### config.mk
export PLATFORM = sky130hd
export DESIGN_NAME = moore_seq_scheduler
export DESIGN_NICKNAME = d
export VERILOG_FILES = /design/src/rtl/moore_seq_pkg.sv /design/src/rtl/moore_seq_step.sv /design/src/rtl/moore_seq_scheduler.sv
export SDC_FILE = /design/constraint.sdc
export NUM_CORES = 1
export LEC_CHECK = 0
export BUFFER_PORTS_ARGS = -buffer_cell sky130_fd_sc_hd__buf_2
export CORE_AREA = 3 3 83 92
export DETAILED_ROUTE_END_ITERATION = 12
export DIE_AREA = 0 0 86 95
export HOLD_SLACK_MARGIN = 0.05
export PLACE_DENSITY_LB_ADDON = 0.2
export REMOVE_ABC_BUFFERS = 1
export SYNTH_ARGS = -nofsm -noshare
export SYNTH_HDL_FRONTEND = slang
export SYNTH_SLANG_ARGS = --single-unit
### constraint.sdc
create_clock -name clk -period 11.64 [get_ports clk]
set_clock_uncertainty 0.1 [all_clocks]
set_input_delay 2.328 -clock clk [delete_from_list [all_inputs] [get_ports clk]]
set_output_delay 2.328 -clock clk [all_outputs]
set_load 0.01 [all_outputs]
### src/rtl/moore_seq_pkg.sv
`default_nettype none
// ============================================================================
//  Module   : moore_seq_pkg
//  Purpose  : State encodings and shared types for the "1101" Moore detector.
//  Revision : 1.0  initial release
// ============================================================================
package moore_seq_pkg;

    typedef enum logic [2:0] {
        ST_A = 3'b000,
        ST_B = 3'b010,
        ST_C = 3'b110,
        ST_D = 3'b100,
        ST_E = 3'b011
    } state_t;

    localparam state_t DET_STATE = ST_E;

endpackage : moore_seq_pkg
`default_nettype wire

### src/rtl/moore_seq_step.sv
`default_nettype none
// ============================================================================
//  Module   : moore_seq_step
//  Purpose  : Combinational next-state engine for the "1101" Moore detector.
//  Revision : 1.0  initial release
// ============================================================================
module moore_seq_step
    import moore_seq_pkg::*;
(
    input  state_t i_state,
    input  logic   i_bit,
    output state_t o_next,
    output logic   o_hit
);

    always_comb begin
        o_next = ST_A;
        case (i_state)
            ST_A:    o_next = i_bit ? ST_B : ST_A;
            ST_B:    o_next = i_bit ? ST_C : ST_A;
            ST_C:    o_next = i_bit ? ST_C : ST_D;
            ST_D:    o_next = i_bit ? ST_E : ST_A;
            ST_E:    o_next = i_bit ? ST_C : ST_A;
            default: o_next = ST_A;
        endcase
        o_hit = (o_next == DET_STATE);
    end

endmodule : moore_seq_step
`default_nettype wire

### src/rtl/moore_seq_scheduler.sv
`default_nettype none
// ============================================================================
//  Module   : moore_seq_scheduler
//  Purpose  : Round-robin time-sharing of one "1101" detector engine over NCH
//             serial channels, each with its own saved state and hit counter.
//  Revision : 1.0  initial release
// ============================================================================
module moore_seq_scheduler
    import moore_seq_pkg::*;
#(
    parameter int NCH  = 4,
    parameter int CW   = 8,
    parameter int SELW = $clog2(NCH)
) (
    input  logic            clk,
    input  logic            rst_n,
    input  logic [NCH-1:0]  in_valid,
    input  logic [NCH-1:0]  in_bit,
    input  logic [NCH-1:0]  enable,
    input  logic [NCH-1:0]  clear,
    output logic [NCH-1:0]  in_ready,
    output logic [NCH-1:0]  det,
    input  logic [SELW-1:0] state_sel,
    output logic [2:0]      state_out,
    output logic [CW-1:0]   count_out
);

    localparam logic [CW-1:0] C_CNT_MAX = '1;

    state_t          r_state_q [NCH];
    state_t          w_state_d [NCH];
    logic [CW-1:0]   r_count_q [NCH];
    logic [CW-1:0]   w_count_d [NCH];
    logic [NCH-1:0]  r_det_q,  w_det_d;
    logic [SELW-1:0] r_rr_q,   w_rr_d;

    logic [NCH-1:0]  w_elig;
    logic [NCH-1:0]  w_grant;
    logic [SELW-1:0] w_gidx;
    logic            w_gvld;
    state_t          w_cur_state;
    logic            w_cur_bit;
    state_t          w_next;
    logic            w_hit;

    // Pick the eligible channel with the smallest cyclic distance from rr_ptr.
    always_comb begin
        int v_best;
        int v_dist;
        v_best = NCH;
        v_dist = 0;
        w_gidx = '0;
        w_elig = in_valid & enable & ~clear;
        for (int i = 0; i < NCH; i++) begin
            if (w_elig[i]) begin
                v_dist = (i >= int'(r_rr_q)) ? (i - int'(r_rr_q))
                                             : (i + NCH - int'(r_rr_q));
                if (v_dist < v_best) begin
                    v_best = v_dist;
                    w_gidx = SELW'(i);
                end
            end
        end
        w_gvld = (v_best < NCH);
        for (int i = 0; i < NCH; i++) begin
            w_grant[i] = w_gvld && (w_gidx == SELW'(i));
        end
    end

    always_comb begin
        w_cur_state = ST_A;
        w_cur_bit   = 1'b0;
        for (int i = 0; i < NCH; i++) begin
            if (w_gidx == SELW'(i)) begin
                w_cur_state = r_state_q[i];
                w_cur_bit   = in_bit[i];
            end
        end
    end

    moore_seq_step u_step (
        .i_state (w_cur_state),
        .i_bit   (w_cur_bit),
        .o_next  (w_next),
        .o_hit   (w_hit)
    );

    always_comb begin
        w_rr_d = r_rr_q;
        if (w_gvld) begin
            w_rr_d = (w_gidx == SELW'(NCH - 1)) ? '0 : w_gidx + 1'b1;
        end
        for (int i = 0; i < NCH; i++) begin
            w_state_d[i] = r_state_q[i];
            w_count_d[i] = r_count_q[i];
            w_det_d[i]   = 1'b0;
            if (w_grant[i]) begin
                w_state_d[i] = w_next;
                w_det_d[i]   = w_hit;
                if (w_hit && (r_count_q[i] != C_CNT_MAX)) begin
                    w_count_d[i] = r_count_q[i] + 1'b1;
                end
            end
            // A clearing channel is never granted, so this cannot drop a hit.
            if (clear[i]) begin
                w_state_d[i] = ST_A;
                w_count_d[i] = '0;
            end
        end
    end

    always_ff @(posedge clk) begin
        if (rst_n) begin
            for (int i = 0; i < NCH; i++) begin
                r_state_q[i] <= ST_A;
                r_count_q[i] <= '0;
            end
            r_det_q <= '0;
            r_rr_q  <= '0;
        end else begin
            for (int i = 0; i < NCH; i++) begin
                r_state_q[i] <= w_state_d[i];
                r_count_q[i] <= w_count_d[i];
            end
            r_det_q <= w_det_d;
            r_rr_q  <= w_rr_d;
        end
    end

    assign in_ready = rst_n ? '0 : w_grant;
    assign det      = r_det_q;

    always_comb begin
        state_out = 3'b000;
        count_out = '0;
        for (int i = 0; i < NCH; i++) begin
            if (state_sel == SELW'(i)) begin
                state_out = r_state_q[i];
                count_out = r_count_q[i];
            end
        end
    end

endmodule : moore_seq_scheduler
`default_nettype wire

# ---- Word-level counts from Yosys, hierarchy flattened
# Memory sizes are Yosys's and may differ from the RTL's.
# Index checks and enable logic that the tools add are counted.
dict set report totals {
  regBits 6
  wordCells 144
  memories 2
  output_inout_bits 19
  input_bits 20
  ram_bits 44
}
# name words width rd rd_ports_with_merged_regs write_ports line
set memory_table {}
lappend memory_table {r_count_q 4 8 4 0 4 moore_seq_scheduler.sv:32} ;# logic [CW-1:0] r_count_q [NCH];
lappend memory_table {r_state_q 4 3 4 0 4 moore_seq_scheduler.sv:30} ;# state_t r_state_q [NCH];
dict set report classes {
  reduce_logical 16
  addsub 12
  bitwise 15
  muxes 71
  n_lt_le_gt_ge 8
  eq_ne 15
}
# op count
set op_table {}
lappend op_table {{$mux W32} 11}
lappend op_table {{$mux W8} 20}
lappend op_table {{$lt A32 B32 Y1} 2}
lappend op_table {{$lt A32 B4 Y1 const B} 2}
lappend op_table {{$mux W3} 21}
lappend op_table {{$add A8 B1 Y8 const B} 4}
lappend op_table {{$lt A3 B32 Y1} 1}
lappend op_table {{$ne A8 B8 Y1 const B} 4}
lappend op_table {{$mux W2} 8}
lappend op_table {{$pmux W3 S4} 1}
lappend op_table {{$sub A3 B2 Y4 const A} 3}
lappend op_table {{$reduce_or A2 Y1} 5}
lappend op_table {{$eq A3 B2 Y1 const B} 3}
lappend op_table {{$mux W1} 9}
lappend op_table {{$and A4 B4 Y4} 2}
lappend op_table {{$eq A2 B2 Y1 const B} 4}
lappend op_table {{$logic_and A1 B1 Y1} 8}
lappend op_table {{$or A1 B1 Y1} 8}
lappend op_table {{$eq A3 B3 Y1 const B} 2}
lappend op_table {{$sub A1 B2 Y3 const A} 2}
lappend op_table {{$sub A2 B2 Y3 const A} 2}
lappend op_table {{$eq A2 B1 Y1 const B} 2}
lappend op_table {{$ge A1 B2 Y1 const A} 2}
lappend op_table {{$logic_not A2 Y1} 2}
lappend op_table {{6 further kinds} 9}

# ---- Logic depth before layout (Yosys ltp)
dict set report depth {
  word_depth 28
  mapped_depth 29
  depth_no_buf 26
}

# ---- Cells and area by module
# A second synthesis with hierarchy kept.
dict set report unflattened {
  hier_cells 402
  hier_area_um2 3266.9
}
# mod n_inst area_per_inst_um2 cells_each
set by_module_without_submodules {}
lappend by_module_without_submodules {moore_seq_scheduler 1 3219.3 394}
lappend by_module_without_submodules {moore_seq_step 1 47.5 8}

# ---- Least setup slack after synthesis
# Ideal clock, no wire load.
dict set report synth_timing {
  kind {input-to-output}
  start {input port enable[0]}
  end {output port in_ready[3]}
  arrival_time_ps 6383
  cell_stages 21
  t_required_ps 9212
  slack_ps 2829
  cell_sequence {and3b_1 clkbuf_1 ha_1 nor4bb_1 o22ai_1 inv_1 ha_1 a2111oi_0 o21ai_1 and2b_1 nor2_1 a21oi_1 ha_1 o22a_1 and2_1 o21ai_0 ha_1 buf_6 clkbuf_1 inv_1 nor3_1}
}
dict set report synth_via {
  elab_chain_len 15
}
# element line
set synth_rtl {}
lappend synth_rtl {{start, declared} moore_seq_scheduler.sv:19} ;# input logic [NCH-1:0] enable,
lappend synth_rtl {{$and A4 B4 Y4 * (2 in a row)} moore_seq_scheduler.sv:53} ;# w_elig = in_valid & enable & ~clear;
lappend synth_rtl {{$mux W32 *} moore_seq_scheduler.sv:55} ;# if (w_elig[i]) begin
lappend synth_rtl {{$lt A32 B32 Y1} moore_seq_scheduler.sv:58} ;# if (v_dist < v_best) begin
lappend synth_rtl {{$mux W32} moore_seq_scheduler.sv:58}
lappend synth_rtl {{$mux W32} moore_seq_scheduler.sv:55}
lappend synth_rtl {{$lt A32 B32 Y1} moore_seq_scheduler.sv:58}
lappend synth_rtl {{$mux W32} moore_seq_scheduler.sv:58}
lappend synth_rtl {{$mux W32} moore_seq_scheduler.sv:55}
lappend synth_rtl {{$lt A3 B32 Y1} moore_seq_scheduler.sv:58}
lappend synth_rtl {{$mux W32 / $mux W2 (equally long branches)} moore_seq_scheduler.sv:58}
lappend synth_rtl {{$mux W32 / $mux W2 (equally long branches)} moore_seq_scheduler.sv:55}
lappend synth_rtl {{$lt A32 B4 Y1 / $eq A2 B2 Y1 (equally long branches)} {moore_seq_scheduler.sv:64, moore_seq_scheduler.sv:66}}
lappend synth_rtl {{$logic_and A1 B1 Y1 *} moore_seq_scheduler.sv:66} ;# w_grant[i] = w_gvld && (w_gidx == SELW'(i));
lappend synth_rtl {{$mux W4 *} moore_seq_scheduler.sv:130} ;# assign in_ready = rst_n ? '0 : w_grant;
lappend synth_rtl {{end, declared} moore_seq_scheduler.sv:21} ;# output logic [NCH-1:0] in_ready,
# Mark *: on every way between the ends. The rest lies on a longest branch, timed or not.

# ---- Worst setup path after layout
dict set report layout_timing {
  start {input port clear[0]}
  end {output port in_ready[3]}
}
dict set report layout_via {
  elab_chain_len 15
}
# element line
set layout_rtl {}
lappend layout_rtl {{start, declared} moore_seq_scheduler.sv:20} ;# input logic [NCH-1:0] clear,
lappend layout_rtl {{$not A4 Y4 *} moore_seq_scheduler.sv:53}
lappend layout_rtl {{$and A4 B4 Y4 *} moore_seq_scheduler.sv:53}
lappend layout_rtl {{$mux W32 *} moore_seq_scheduler.sv:55}
lappend layout_rtl {{$lt A32 B32 Y1} moore_seq_scheduler.sv:58}
lappend layout_rtl {{$mux W32} moore_seq_scheduler.sv:58}
lappend layout_rtl {{$mux W32} moore_seq_scheduler.sv:55}
lappend layout_rtl {{$lt A32 B32 Y1} moore_seq_scheduler.sv:58}
lappend layout_rtl {{$mux W32} moore_seq_scheduler.sv:58}
lappend layout_rtl {{$mux W32} moore_seq_scheduler.sv:55}
lappend layout_rtl {{$lt A3 B32 Y1} moore_seq_scheduler.sv:58}
lappend layout_rtl {{$mux W32 / $mux W2 (equally long branches)} moore_seq_scheduler.sv:58}
lappend layout_rtl {{$mux W32 / $mux W2 (equally long branches)} moore_seq_scheduler.sv:55}
lappend layout_rtl {{$lt A32 B4 Y1 / $eq A2 B2 Y1 (equally long branches)} {moore_seq_scheduler.sv:64, moore_seq_scheduler.sv:66}}
lappend layout_rtl {{$logic_and A1 B1 Y1 *} moore_seq_scheduler.sv:66}
lappend layout_rtl {{$mux W4 *} moore_seq_scheduler.sv:130}
# Marked as above.

==> qor.csv <==
metric,value,unit
io_buffers,38,
synth_edf_count,0,
seq_area_frac_synth,29.2,%
first_pass_iters,5,
postLayoutCellArea,0.00372,mm^2
critPathLaunchType,primary input,
row_count,31,
postCtsHoldBufs,0,
post_cts_resize_count,0,
avgSynthCellArea,8.67,um^2
die_y,95,um
final-setup-viol-count,0,
fin_setup_tns,0,ns
max_cap_viol_count,0,
layout_commonest_cell,dfxtp_1,
final_cells,501,
htree_levels,2,
first_iter_violations,193,
min_to,r_count_q[3][5],
final_layout_size_suffix_gt1_share,17.9,%
seq_power_share,47.8,%
whs_path_depth,2,
cellPowerDensity,97.7,mW/mm^2
wl_per_cell,18.1,um
core_area,0.00671,mm^2
grt_usage,22.8,%
min_period,9.33,ns
p_int,0.260,mW
clock_sinks,50,
antenna_left,0,
vdd_drop_max,0.0601,mV
period_share,80.2,%
clkSlewWorstSetupHoldPaths,0.09,ns
switching_power,0.104,mW
drcViolationCount,0,
antenna_found_initial,0,
dpl_cell_area,0.00362,mm^2
yosysWarnings,0,
max_freq,107,MHz
r2r_end,r_count_q[1][3],
hp-start,r_count_q[3][5],
timing.hold.ws,0.389,ns
cts_buffers,5,
tightest_slew,1.08,ns
cp.required,9.21,ns
layout_common_cells,"dfxtp_1, a21oi_1, buf_2, nand2_1, nand3_1",
p_leak,1.35,nW
ios,39,
dpl.hpwl,6.63,mm
grt_pass1_vias,2999,
reg2regPathDepth,25,
crit_type,in2out,
via_count,3246,
synth_top_flop_cell,dfxtp_1,
clock_latency,0.30,ns
dieArea,0.00817,mm^2
via_per_inst,6.48,
grt_pass1_wl,14.8,mm
fin_nets,455,
p_sw_share,28.7,%
clkPwrFrac,34.2,%
antenna_cells,0,
cts-root-buf,clkbuf_8,
cts_setup_buffers,0,
r2r-start,r_rr_q[1],
power_frac_comb,18.1,%
initial_core_util,51.0,%
ys_types,66,
clockBufferDepth,2,
synth_area,0.00342,mm^2
crit_path_end_kind,output port,
dp_cells,493,
total_power,0.364,mW
grt_max_degree,40,
ys_ff_latch,50,
hold_class,reg2reg,
rsz0062_at_grt,false,
gp_congestion,0.924,
r2r_slack,4.76,ns
final-max-slew-violation-count,0,
cp_max_fo,19,
drt_wl_total,9.05,mm
status,finished clean,
grt-ovfl-total,0,
netlist_instances,395,
arrival,6.90,ns
die-width,86,um
area.growth.synth_to_final,8.77,%
slew_headroom,28.1,%
async_flop_share,0,%
cts_tree,built,
finalHoldViolCount,0,
[sequential cells by signal (all words and copies together) (netlist names)]
signal     flops
det            4
r_rr_q         2
r_state_q     12
r_count_q     32
[stage by stage]
stage               setup slack, ns  util (%)
floorplan                      2.98         -
global placement               2.50      53.9
detailed placement             2.34      53.9
CTS                            2.34      55.5
global route                   1.72      55.5
finish                         2.31      55.5
[synthesized netlist by cell type (4+ instances only)]
cell type / number / area share, %
inv_1: 16 / 1.8
a41o_1: 4 / 1.2
nand3_1: 23 / 3.4
nor2_1: 17 / 1.9
and3_1: 6 / 1.1
or2_2: 6 / 1.1
mux2i_1: 5 / 1.5
buf_1: 5 / 0.55
nand3b_1: 6 / 1.3
clkbuf_1: 12 / 1.3
or3_1: 7 / 1.3
ha_1: 17 / 6.2
nor2b_1: 5 / 0.91
nor3_1: 5 / 0.73
buf_2: 4 / 0.58
a21oi_1: 41 / 6.0
o41ai_1: 5 / 1.3
mux4_2: 11 / 7.2
nor4_1: 7 / 1.3
or4_1: 18 / 3.9
o31ai_1: 19 / 4.2
dfxtp_1: 50 / 29
o21ai_0: 20 / 2.9
nand2_1: 24 / 2.6
[cells by family (layout without fill, tap and decap cells)]
| kind of cell | count (synthesis) | after routing | share of synthesized area [%] |
|---|---|---|---|
| DFF | 50 | 50 | 29.2 |
| buffers and inverters | 40 | 64 | 5.08 |
| AOI/OAI and AO/OA | 125 | 125 | 25.5 |
| adders and majority gates | 17 | 17 | 6.21 |
| and+or+nand+nor | 147 | 147 | 25.3 |
| muxes | 16 | 16 | 8.70 |
[how the worst max path moves through the flow]
| stage | depth (start not counted) | endpoint | startpoint | slack, ns |
|---|---|---|---|---|
| 6_report | 20 | in_ready[3] | clear[0] | 2.31 |
| 5_1_grt | 20 | in_ready[3] | clear[0] | 1.72 |
| 4_1_cts | 20 | in_ready[3] | clear[0] | 2.34 |
| 3_5_place_dp | 20 | in_ready[3] | clear[0] | 2.34 |
| 3_3_place_gp | 20 | in_ready[3] | enable[0] | 2.50 |
| 2_1_floorplan | 18 | in_ready[3] | enable[0] | 2.98 |
[per-layer routing]
metal  vias to the layer above  part of all wire (%)  track usage, %
met4                         0                   1.2            6.07
met3                        14                   4.7            3.32
li1                       1579                     -               -
met1                      1569                    44            29.3
met5                         -                     0               0
met2                        84                    50            39.5
[power by group through the flow]
stage / Sequential [mW] / Combinational [mW] / Clock (mW)
final: 0.174 / 0.0657 / 0.124
after global routing: 0.174 / 0.0723 / 0.132
after CTS: 0.174 / 0.0648 / 0.127
after detailed placement: 0.178 / 0.0644 / 0
after global placement: 0.178 / 0.0633 / 0
after floorplan: 0.177 / 0.0426 / 0
[final cells by class]
cell class	instances	area (um^2)
clock inverters	1	30.0
multi-input cells	305	2250
inverters	16	60.1
fillers	632	2990
well taps	82	103
flip-flops and latches	50	1000
clock buffers	7	76.3
repair buffers	40	205
[critical path, stage by stage]
cell	delay (ns)
buf_2	0.09
and3b_1	0.22
ha_1	0.22
nor4bb_1	0.26
o22ai_1	0.15
inv_1	0.13
ha_1	0.25
a2111oi_0	0.42
o21ai_1	0.17
and2b_1	0.36
a21oi_1	0.11
ha_1	0.22
nand3b_1	0.16
o22a_1	0.18
and2_1	0.13
o21ai_0	0.31
ha_1	0.61
inv_1	0.19
nor3_1	0.20
buf_2	0.16
Note: power is estimated with default switching activity, not from simulation.
